File: src/rtl/stride_loop_counter.sv
// stride_loop_counter
//   Programmable strided loop counter for the vector datapath. Counts from a
//   latched start value towards a latched inclusive limit in steps of a
//   latched stride, either up or down. At the end of the range it either
//   reloads start and pulses wrap (SAT_MODE=0) or parks at limit in DONE
//   (SAT_MODE=1).
//
// Ports
//   clk       clock, all state updates on posedge
//   rst       synchronous reset, active-high
//   load      latch start/step/limit/dir, out <= start, enter RUN
//   en        advance one step (RUN only)
//   dir       0: count up, limit is upper bound; 1: count down, limit is lower bound
//   start     first value of the range
//   step      stride
//   limit     inclusive end of range
//   out       current count (registered)
//   wrap      one-cycle registered pulse, high while out has just reloaded start
//   done      high in DONE (SAT_MODE=1 only)
//   busy      high in RUN
//   at_limit  out equals latched limit (register-only logic)
//
// state | meaning
// ------+----------------------------------------------------------
// IDLE  | after reset, nothing loaded, en ignored
// RUN   | counting, en advances by one stride
// DONE  | saturated at limit (SAT_MODE=1), en ignored until load/rst

module stride_loop_counter #(
    parameter int N        = 32,
    parameter int SAT_MODE = 0
) (
    input  logic         clk,
    input  logic         rst,
    input  logic         load,
    input  logic         en,
    input  logic         dir,
    input  logic [N-1:0] start,
    input  logic [N-1:0] step,
    input  logic [N-1:0] limit,
    output logic [N-1:0] out,
    output logic         wrap,
    output logic         done,
    output logic         busy,
    output logic         at_limit
);

    localparam bit SAT = (SAT_MODE != 0);

    typedef enum logic [1:0] {
        S_IDLE = 2'd0,
        S_RUN  = 2'd1,
        S_DONE = 2'd2
    } state_t;

    state_t       state_q, state_d;
    logic [N-1:0] out_q, out_d;
    logic         wrap_q, wrap_d;
    logic [N-1:0] start_q, step_q, limit_q;
    logic         dir_q;

    logic [N:0]   sum, diff;
    logic [N-1:0] nxt;
    logic         term;

    // Candidate next value on N+1 bits so carry/borrow marks overshoot
    // past the representable range as terminal.
    always_comb begin
        sum  = {1'b0, out_q} + {1'b0, step_q};
        diff = {1'b0, out_q} - {1'b0, step_q};
        if (dir_q) begin
            nxt  = diff[N-1:0];
            term = diff[N] | (diff[N-1:0] < limit_q);
        end else begin
            nxt  = sum[N-1:0];
            term = sum[N] | (sum[N-1:0] > limit_q);
        end
    end

    always_comb begin
        state_d = state_q;
        out_d   = out_q;
        wrap_d  = 1'b0;
        if (load) begin
            out_d   = start;
            state_d = S_RUN;
        end else if (state_q == S_RUN && en) begin
            if (!term) begin
                out_d = nxt;
            end else if (!SAT) begin
                out_d  = start_q;
                wrap_d = 1'b1;
            end else begin
                out_d   = limit_q;
                state_d = S_DONE;
            end
        end
    end

    always_ff @(posedge clk) begin
        if (rst) begin
            state_q <= S_IDLE;
            out_q   <= '0;
            wrap_q  <= 1'b0;
            start_q <= '0;
            step_q  <= '0;
            limit_q <= '0;
            dir_q   <= 1'b0;
        end else begin
            state_q <= state_d;
            out_q   <= out_d;
            wrap_q  <= wrap_d;
            if (load) begin
                start_q <= start;
                step_q  <= step;
                limit_q <= limit;
                dir_q   <= dir;
            end
        end
    end

    assign out      = out_q;
    assign wrap     = wrap_q;
    assign busy     = (state_q == S_RUN);
    assign done     = (state_q == S_DONE);
    assign at_limit = (out_q == limit_q);

endmodule

File: config.mk
export PLATFORM = sky130hd
export DESIGN_NAME = stride_loop_counter
export DESIGN_NICKNAME = d
export VERILOG_FILES = /design/src/rtl/stride_loop_counter.sv
export SDC_FILE = /design/constraint.sdc
export NUM_CORES = 1
export LEC_CHECK = 0
export ABC_AREA = 0
export BUFFER_PORTS_ARGS = -buffer_cell sky130_fd_sc_hd__buf_4
export CAP_MARGIN = 20
export CORE_MARGIN = 5
export CORE_UTILIZATION = 54
export DETAILED_ROUTE_END_ITERATION = 8
export GPL_TIMING_DRIVEN = 0
export PLACE_DENSITY = 0.78
export SKIP_CTS_REPAIR_TIMING = 1
export SYNTH_ARGS = -nofsm -noshare
export SYNTH_HDL_FRONTEND = slang
export SYNTH_SLANG_ARGS = --single-unit
File: constraint.sdc
create_clock -name clk -period 4.2 [get_ports clk]
set_input_delay 0.84 -clock clk [delete_from_list [all_inputs] [get_ports clk]]
set_output_delay 0.84 -clock clk [all_outputs]
set_load 0.05 [all_outputs]
==> summary.md <==
| Metric | Value |
|---|---|
| Status | `finished, violations left` |
| Failing checks | `negative setup slack` |
| H-tree depth | `4` |
| Number of flops mapped to enable cells by yosys | `0` |
| Worst slew margin | `0.3140` |
| Synthesis warning total | `0` |
| Max Buffers Root-to-Sink | `2` |
| WS Path Type | `flip-flop to flip-flop` |
| Remaining Overflow, GRT | `0` |
| Global Route Usage Sum | `0.3355` |
| Final Skew | `0.01757 ns` |
| Global-route wire length before repair | `61910 um` |
| Ratio of cells with drive above 1 in the final layout | `0.2491` |
| Asr flop ratio synth | `0` |
| Largest net degree at the start of global routing | `17` |
| Worst path required time | `4.47 ns` |
| Vias in the first global route | `10560` |
| CTS Buf Count | `17` |
| Share of the synthesized area in the top cell type | `0.2353` |
| Die height | `153.7 um` |
| Area grow syn2layout | `26.11%` |
| CTS tree | `yes` |
| Routed wire length | `42510 um` |
| Hpwl dp | `32520 um` |
| Commonest cells post-synth | `nor2_1, a21oi_1, dfxtp_1` |
| Clock sinks | `131` |
| Vias per Instance | `6.145` |
| Flop pwr share | `0.267` |
| Slew Viols, Final | `0` |
| Core box area | `20300 um2` |
| Tcrit/Tclk final | `1.206` |
| Leak Pwr | `6.260 nW` |
| Root Driver | `clkbuf_16` |
| P_sw | `2.310 mW` |
| Finish-stage setup viols | `33` |
| Critical path peak fanout | `6` |
| Peak VDD IR | `380.6 uV` |
| DIE WIDTH | `153.7 um` |
| Max-cap viol count | `0` |
| Mapped Cells | `1401` |
| WL/cell | `22.66 um` |
| Fin Hold WS | `0.4669 ns` |
| Worst slack, placed | `-1.508 ns` |
| Initial antenna violation count | `0` |
| Clock transition at path regs | `0.07 ns` |
| Initial DRC Count | `1043` |
| Avg Inst Size Synth | `7.954 um2` |
| Top post-synthesis cells by area | `dfxtp_1, ha_1, mux2i_1` |
| Die Footprint | `23610 um2` |
| Internal cell power | `3.118 mW` |
| Min-Delay Endpoint | `start_q[16]` |
| Worst Setup Start Kind | `flip-flop` |
| DRC errors left | `0` |
| Min-delay worst type | `flip-flop to flip-flop` |
| Fmax achieved | `197.4 MHz` |
| ANT nets after route | `0` |
| PortBufs | `135` |
| RSZ-0062 raised after global routing | `yes` |
| Area leader, netlist | `dfxtp_1` |
| Combinational share of power | `0.456` |
| Launch point of the worst reg-to-reg path | `out[3]` |
| Tot Pwr | `5.428 mW` |
| Fin. Hold Viols | `0` |
| Top_reg_cell synth | `dfxtp_1` |
| Hold-critical path depth | `2` |
| TNS Setup | `-24.65 ns` |
| Via count | `11530` |
| Router iterations before antenna repair | `7` |
| Synthesized cell area | `11140 um2` |
| #FFs+latches synth | `131` |
| Mapped Nets | `1631` |
| Minimum clock period | `5.067 ns` |
| Crit. End Element | `flip-flop` |
| Distinct cells, synth | `88` |
| Cell Rows | `52` |
| Pwr Density | `386.3 nW/um2` |
| Top Ports | `137` |
| Worst Reg2Reg Path Length in Cells | `23` |
| Most common cell in the netlist | `nor2_1` |
| Finished Layout Cells | `1876` |
| Initial Utilization | `0.5489` |
| Worst-skew pair later-pin latency | `0.44 ns` |
| Setup slack after layout | `-0.8671 ns` |
| Worst-margin pin slew | `1.029 ns` |
| Clock power frac | `0.277` |
| Net Sw Frac | `0.4256` |
| Reg2Reg Setup Slack | `-0.87 ns` |
| Post-Place Cells | `1806` |
| Sequential share of the synthesized area | `0.2353` |
| R2r endpoint | `out[10]` |
| Gpl congestion | `1.021` |
| Hold Crit Start | `start_q[16]` |
| Antenna diodes | `0` |
| Layout Nets | `1823` |
| Arr. time, crit path | `5.34 ns` |
-- cell usage in the layout, fill, tap and decap left out, types with 40 or more instances in the layout --
cell type and instances:
dfxtp_1 100, mux2i_1 94, xnor2_1 55, inv_1 103, a21oi_1 124, xor2_1 40
buf_4 173, nand2_1 93, nor2_1 166, ha_1 125
-- layer usage --
layer | vias up | track usage | share of wire
met5 | - | 0 | 0
met1 | 5433 | 0.4942 | 0.44
li1 | 5334 | - | -
met4 | 0 | 0.09798 | 0.033
met3 | 99 | 0.05902 | 0.099
met2 | 662 | 0.5011 | 0.43
-- per-stage QoR --
stage	util	instance area (um2)
final	0.6922	14050
after global routing	0.6922	14050
after CTS	0.6499	13190
after detailed placement	0.6221	12630
after global placement	0.6221	12630
after floorplan	-	11280
-- sequential cells by signal, summed over array words and instances, names as in the netlist --
name,cells
step_q,32
dir_q,1
start_q,32
state_q,1
limit_q,32
out,32
wrap,1
-- power by group through the flow --
stage	clock [mW]	combinational, mW	sequential, mW
after floorplan	0	1.40	1.51
after global placement	0	2.08	1.47
after detailed placement	0	2.09	1.47
after CTS	1.49	2.11	1.44
after global routing	1.56	2.64	1.46
final	1.50	2.47	1.45
-- worst max path at each step --
stage              start  endpoint  slack (ns)  depth (start not counted)
5_1_grt           out[0]   out[10]        -1.0                         22
3_5_place_dp   step_q[0]    out[5]       -1.51                         20
4_1_cts        step_q[0]    out[5]       -1.55                         20
2_1_floorplan     out[0]   out[14]       -0.08                         20
6_report          out[3]   out[10]       -0.87                         23
3_3_place_gp   step_q[0]    out[5]       -1.49                         20
-- logic make-up (layout without fill, tap and decap cells) --
family | count (synthesis) | after routing | share of synthesized area
flip-flops | 131 | 131 | 0.2353
AND/OR/NAND/NOR | 396 | 396 | 0.1590
XOR/XNOR | 97 | 97 | 0.07692
buffers and inverters | 192 | 397 | 0.07186
multiplexers | 100 | 100 | 0.09151
AO/OA/AOI/OAI | 355 | 355 | 0.2188
adder cells (fa/ha/maj) | 129 | 129 | 0.1462
other | 1 | 1 | 0.0003365
-- critical path, cell delays in order (launching register included) --
cell and delay [ns]:
dfxtp_2 0.37, ha_1 0.31, clkbuf_4 0.18, inv_2 0.14, o211ai_1 0.27, a21oi_1 0.34, o211a_1 0.24, o211a_1 0.22
nor2_4 0.07, o21ai_1 0.26, xnor2_1 0.18, inv_1 0.07, ha_1 0.30, nand4_1 0.20, nor4_2 0.36, inv_1 0.07
o211ai_1 0.17, a21o_1 0.17, o32ai_4 0.12, buf_6 0.16, buf_12 0.13, or2_4 0.25, a21oi_2 0.19, o32ai_2 0.12
-- cell type report --
type | instances | area, um2
plain buffers | 77 | 432.9
clock buffers | 17 | 425.4
clock inverters | 15 | 138.9
fillers | 1709 | 6247
inverters | 115 | 444.2
multi-input cells | 1078 | 8249
flip-flops and latches | 131 | 2679
well taps | 270 | 337.8
repair buffers | 173 | 1345
(Power assumes the default switching activity.)
